==> config.mk <==
export PLATFORM = sky130hd
export DESIGN_NAME = audio_event_scheduler
export DESIGN_NICKNAME = d
export VERILOG_FILES = /design/src/rtl/audio_event_scheduler.sv
export SDC_FILE = /design/constraint.sdc
export NUM_CORES = 1
export LEC_CHECK = 0
export CAP_MARGIN = 20
export CORE_ASPECT_RATIO = 1.75
export CORE_MARGIN = 2
export CORE_UTILIZATION = 44
export CTS_CLUSTER_DIAMETER = 120
export DETAILED_ROUTE_END_ITERATION = 8
export GPL_TIMING_DRIVEN = 0
export HOLD_SLACK_MARGIN = 0.1
export MAX_ROUTING_LAYER = met4
export PLACE_DENSITY_LB_ADDON = 0.12
export SYNTH_ARGS = -nofsm -noshare
export SYNTH_HDL_FRONTEND = slang
export SYNTH_SLANG_ARGS = --single-unit
==> constraint.sdc <==
create_clock -name clk -period 3.16 [get_ports clk]
set_clock_uncertainty 0.1 [all_clocks]
set_input_delay 0.632 -clock clk [delete_from_list [all_inputs] [get_ports clk]]
set_output_delay 0.632 -clock clk [all_outputs]
set_load 0.01 [all_outputs]
==> src/rtl/audio_event_scheduler.sv <==
// Sound-effect sequencer for the single tone generator: latches four event
// requests, plays the highest-priority one for its duration, then a silent gap.
module audio_event_scheduler #(
    parameter logic [3:0] FREQ_COIN  = 4'hA,
    parameter logic [3:0] FREQ_WALL  = 4'h9,
    parameter logic [3:0] FREQ_GHOST = 4'h5,
    parameter logic [3:0] FREQ_DEATH = 4'h2,
    parameter logic [7:0] DUR_COIN   = 8'd20,
    parameter logic [7:0] DUR_WALL   = 8'd30,
    parameter logic [7:0] DUR_GHOST  = 8'd50,
    parameter logic [7:0] DUR_DEATH  = 8'd200,
    parameter logic [7:0] GAP_TICKS  = 8'd5
) (
    input  logic       clk,
    input  logic       resetN,
    input  logic       tick,
    input  logic       coinReq,
    input  logic       wallReq,
    input  logic       ghostReq,
    input  logic       deathReq,
    output logic       Enable_Sound,
    output logic [3:0] frequency,
    output logic       Enable_Eat,
    output logic       busy,
    output logic [1:0] activeSrc
);

    typedef enum logic [1:0] {
        ST_IDLE = 2'd0,
        ST_PLAY = 2'd1,
        ST_GAP  = 2'd2
    } state_t;

    state_t     state_r, state_s;
    logic [3:0] pending_r, pending_s;
    logic [7:0] count_r, count_s;
    logic [1:0] src_r, src_s;
    logic [3:0] req_s, cand_s;
    logic [1:0] win_s;
    logic       any_s;
    logic       en_s, eat_s, busy_s;
    logic [3:0] freq_s;
    logic [1:0] asrc_s;

    // A zero duration would never end on a tick, so it plays for one tick.
    function automatic logic [7:0] dur_of(input logic [1:0] s);
        logic [7:0] d;
        case (s)
            2'd0:    d = DUR_COIN;
            2'd1:    d = DUR_WALL;
            2'd2:    d = DUR_GHOST;
            2'd3:    d = DUR_DEATH;
            default: d = DUR_COIN;
        endcase
        return (d == 8'd0) ? 8'd1 : d;
    endfunction

    function automatic logic [3:0] freq_of(input logic [1:0] s);
        logic [3:0] f;
        case (s)
            2'd0:    f = FREQ_COIN;
            2'd1:    f = FREQ_WALL;
            2'd2:    f = FREQ_GHOST;
            2'd3:    f = FREQ_DEATH;
            default: f = FREQ_COIN;
        endcase
        return f;
    endfunction

    function automatic logic [3:0] onehot(input logic [1:0] s);
        return 4'b0001 << s;
    endfunction

    assign req_s  = {deathReq, ghostReq, wallReq, coinReq};
    assign cand_s = pending_r | req_s;

    // Fixed-priority pick: highest source index among pending and live requests.
    always_comb begin
        win_s = 2'd0;
        any_s = 1'b1;
        if (cand_s[3]) begin
            win_s = 2'd3;
        end else if (cand_s[2]) begin
            win_s = 2'd2;
        end else if (cand_s[1]) begin
            win_s = 2'd1;
        end else if (cand_s[0]) begin
            win_s = 2'd0;
        end else begin
            any_s = 1'b0;
        end
    end

    // Next-state, pending, counter and source selection.
    always_comb begin
        state_s   = state_r;
        pending_s = pending_r;
        count_s   = count_r;
        src_s     = src_r;
        case (state_r)
            ST_IDLE: begin
                if (any_s) begin
                    state_s   = ST_PLAY;
                    src_s     = win_s;
                    count_s   = dur_of(win_s);
                    pending_s = cand_s & ~onehot(win_s);
                end else begin
                    count_s = 8'd0;
                    src_s   = 2'd0;
                end
            end
            ST_PLAY: begin
                if (any_s && (win_s > src_r)) begin
                    // Preempted source is dropped, never re-pended.
                    src_s     = win_s;
                    count_s   = dur_of(win_s);
                    pending_s = (pending_r | (req_s & ~onehot(src_r))) & ~onehot(win_s);
                end else begin
                    pending_s = pending_r | (req_s & ~onehot(src_r));
                    if (req_s[src_r]) begin
                        count_s = dur_of(src_r);
                    end else if (tick) begin
                        if (count_r <= 8'd1) begin
                            src_s = 2'd0;
                            if (GAP_TICKS != 8'd0) begin
                                state_s = ST_GAP;
                                count_s = GAP_TICKS;
                            end else begin
                                state_s = ST_IDLE;
                                count_s = 8'd0;
                            end
                        end else begin
                            count_s = count_r - 8'd1;
                        end
                    end else begin
                        count_s = count_r;
                    end
                end
            end
            ST_GAP: begin
                pending_s = pending_r | req_s;
                if (tick) begin
                    if (count_r <= 8'd1) begin
                        state_s = ST_IDLE;
                        count_s = 8'd0;
                    end else begin
                        count_s = count_r - 8'd1;
                    end
                end else begin
                    count_s = count_r;
                end
            end
            default: begin
                state_s   = ST_IDLE;
                pending_s = 4'd0;
                count_s   = 8'd0;
                src_s     = 2'd0;
            end
        endcase
    end

    // Output values derived from the upcoming state so the ports are registered.
    always_comb begin
        en_s   = 1'b0;
        freq_s = 4'd0;
        eat_s  = 1'b0;
        busy_s = 1'b0;
        asrc_s = 2'd0;
        if (state_s == ST_PLAY) begin
            en_s   = 1'b1;
            freq_s = freq_of(src_s);
            eat_s  = (src_s == 2'd0);
            busy_s = 1'b1;
            asrc_s = src_s;
        end else if (state_s == ST_GAP) begin
            busy_s = 1'b1;
        end else begin
            busy_s = 1'b0;
        end
    end

    // State and output registers.
    always_ff @(posedge clk or negedge resetN) begin
        if (!resetN) begin
            state_r      <= ST_IDLE;
            pending_r    <= 4'd0;
            count_r      <= 8'd0;
            src_r        <= 2'd0;
            Enable_Sound <= 1'b0;
            frequency    <= 4'd0;
            Enable_Eat   <= 1'b0;
            busy         <= 1'b0;
            activeSrc    <= 2'd0;
        end else begin
            state_r      <= state_s;
            pending_r    <= pending_s;
            count_r      <= count_s;
            src_r        <= src_s;
            Enable_Sound <= en_s;
            frequency    <= freq_s;
            Enable_Eat   <= eat_s;
            busy         <= busy_s;
            activeSrc    <= asrc_s;
        end
    end

endmodule

==> impl_metrics.csv <==
group,metric,value,unit
outcome,status,"completed",
floorplan,core_area,3904,µm²
sta,slew_viol_final,0,
drt,drt_iter0_drc,87,
grt,grt_max_degree,19,
sta,setup_viol,0,
clocking,insertion_delay,0.28,ns
synth,synth-seq-area-share,34.63,%
critical_path,crit_chain,"dlygate4sd2_1 -> or4_4 -> buf_6 -> ha_4 -> nor2b_4 -> o221ai_4 -> or3_1 -> and3_4 -> ha_1 -> and2_1",
critical_path,r2r_cells,9,
sta,whs,0.4950,ns
finish,final_cell_mix,"dfrtp_1 (25), nor2_1 (16), a21oi_1 (15)",
synth,synthMuxAreaShare,1.247,%
finish,antenna_cells,0,
synth,synth_cell_types,57,
clocking,htree_levels,1,
floorplan,ioPinCount,16,
grt,grt_pass1_wl,8.659,mm
grt,grt-ovfl-total,0,
critical_path,cp.arrival,3.15,ns
clocking,cts-root-buf,"clkbuf_8",
grt,antenna_found_initial,0,
power,power_density,1194,nW/µm²
grt,use_met1,26.83,%
drt,dr.pass1.iters,6,
critical_path,critPathLaunchType,"input port",
clocking,clockBufferDepth,2,
grt,grt_pass1_vias,1766,
synth,ys_async_sr_fraction,100.0,%
critical_path,slowest_stage,"or4_4",
power,swShare,44.81,%
drt,vias,1701,
power,peakVddDrop,0.0007027,V
grt,track_usage,25.84,%
drt,wirelength,5.212,mm
placed_design,place_ws,-0.7208,ns
clocking,cts_buffers,3,
sta,worst_slack,0.08628,ns
synth,yosysTopAreaCellShare,34.63,%
synth,synth_top_cell_by_area,"dfrtp_1",
critical_path,r2r-end,"frequency[0]",
power,clkPwrFrac,7.5,%
clocking,cts_tree,"yes",
grt,use_met3,2.872,%
synth,synthSimpleGateAreaFrac,19.04,%
placed_design,portBuffers,15,
synth,syn_area,1807,µm²
worst_hold_path,hold_path_end,"count_r[1]",
sta,tightestPinTransition,0.6267,ns
critical_path,path_class,"input port to flop",
synth,syn_avg_cell_area,8.989,µm²
finish,syn_to_final_growth,23.13,%
synth,synth-compound-area-share,29.16,%
drt,drc,0,
synth,synth_xor_area_share,1.454,%
sta,max_freq,325.3,MHz
floorplan,dieArea,4655,µm²
sta,period_minus_slack,3.074,ns
power,p_seq_share,22.8,%
synth,syn_nets,221,
clocking,numClockSinks,25,
critical_path,critPathMaxFanout,4,
power,leakagePower,0.9324,nW
grt,gr-usage-met2,45.23,%
sta,fin_crit_sh,97.27,%
synth,yosysWarnings,0,
clocking,clkTransAtPathRegs,0.09,ns
sta,hold_viol,0,
critical_path,r2r-start,"pending_r[2]",
synth,syn_inst,201,
floorplan,die_h,88.77,µm
power,pwr-share-comb,69.8,%
critical_path,slowest_delay,0.51,ns
synth,synth_ff_type,"dfrtp_1",
sta,slew_headroom,58.13,%
critical_path,crit_required,3.23,ns
power,p_int,1.465,mW
clocking,cts_hold_buffers,0,
placed_design,gp_congestion,0.9119,
worst_hold_path,min_from,"count_r[1]",
synth,synthTopCellsByArea,"dfrtp_1 (35%), ha_1 (9.0%), a21oi_1 (4.4%), nor2_1 (3.3%), nand2_1 (2.9%)",
drt,wl_per_cell,18.95,µm
critical_path,ff2ff_setup_slack,0.29,ns
floorplan,dieWidth,52.44,µm
worst_hold_path,hp-class,"flop to flop",
placed_design,hpwl,3.925,mm
worst_hold_path,hold_depth,1,
grt,top_usage_layer,"met2",
synth,synth_edf_count,0,
drt,via_per_inst,6.185,
power,switchingPower,1.190,mW
sta,rsz0062_at_grt,"no",
critical_path,end_kind,"flop",
floorplan,num_rows,30,
finish,drive_gt1_share,17.18,%
floorplan,start_util,46.28,%
synth,synth_seq_cells,25,
synth,synth_fa_ha_area_share,9.003,%
synth,synth_top_family_by_area,"compound AO/OA/AOI/OAI gates",
drt,ant_nets,0,
finish,nNetsFinal,248,
finish,mostFrequentLayoutCell,"dfrtp_1",
job,max_cap_viol_count,0,
-- power groups by stage --
stage                     Clock (mW)  Combinational [mW]  Sequential [mW]
after floorplan                    0                1.18            0.593
after detailed placement           0                1.62            0.600
after global placement             0                1.59            0.595
after CTS                      0.202                1.80            0.593
final                          0.198                1.85            0.604
after global routing           0.219                2.04            0.620
-- metal layers --
metal | up-vias | routed length (µm)
li1 | 805 | -
met1 | 821 | 1997
met2 | 63 | 2861
met3 | 12 | 177
met4 | 0 | 176
met5 | - | 0
-- how the worst max path moves through the flow --
stage                     startpoint      endpoint  cells after the start
after floorplan             ghostReq  frequency[0]                      9
after global placement      ghostReq  frequency[0]                     10
after detailed placement    ghostReq  frequency[0]                     10
after CTS                   ghostReq  frequency[0]                     10
after global routing        deathReq  frequency[0]                     10
final                       deathReq  frequency[0]                     10
-- registers in the layout, indices dropped and copies added, names as in the netlist, 2 cells and up --
signal     count
count_r        8
frequency      4
pending_r      4
activeSrc      2
src_r          2
state_r        2
-- kinds of logic (layout without fill, tap and decap cells) --
| logic type | count (synthesis) | after routing |
|---|---|---|
| XOR/XNOR | 3 | 3 |
| flip-flops | 25 | 25 |
| AND/OR/NAND/NOR | 66 | 66 |
| multiplexers | 1 | 1 |
| AO/OA/AOI/OAI | 71 | 71 |
| buffers and inverters | 22 | 48 |
| adder cells (fa/ha/maj) | 13 | 13 |
-- what timing repair did --
item | in CTS | in global routing
buffers inserted | 6 | 0
pin swaps | 3 | 3
endpoints found under the hold margin | 0 | 0
endpoints found under the setup margin | 18 | 9
gates resized for setup | 12 | 7
-- cells in the mapped netlist, types with 4 or more instances --
library cell,number
dfrtp_1,25
a21oi_1,16
nor2_1,16
nand2_1,14
ha_1,13
inv_1,11
clkbuf_1,7
o21ai_0,7
and2_1,5
nor2b_1,5
a22o_1,4
-- cell type report --
class,instances,area [µm²]
fillers,342,1679
multi-input cells,154,1171
flip-flops and latches,25,625.6
repair buffers,22,216.5
plain buffers,10,60.06
well taps,48,60.06
inverters,12,45.04
clock buffers,3,41.29
clock inverters,1,5.005
-- per-stage QoR --
step	TNS (ns)	power, mW	instances	cell area [µm²]	util [%]
after CTS	0	2.597	275	2200	56.35
final	0	2.655	275	2225	56.99
after global placement	-9.281	2.187	264	2024	51.86
after detailed placement	-10.09	2.217	265	2052	52.56
after global routing	0	2.880	275	2225	56.99
after floorplan	0	1.775	201	1814	-
-- critical path, delay by kind of cell --
kind	cells	cell delay [ns]
simple gates	5	1.40
buf+inv	2	0.41
fa+ha+maj	2	0.57
compound gates	1	0.14
(Power assumes the default switching activity.)
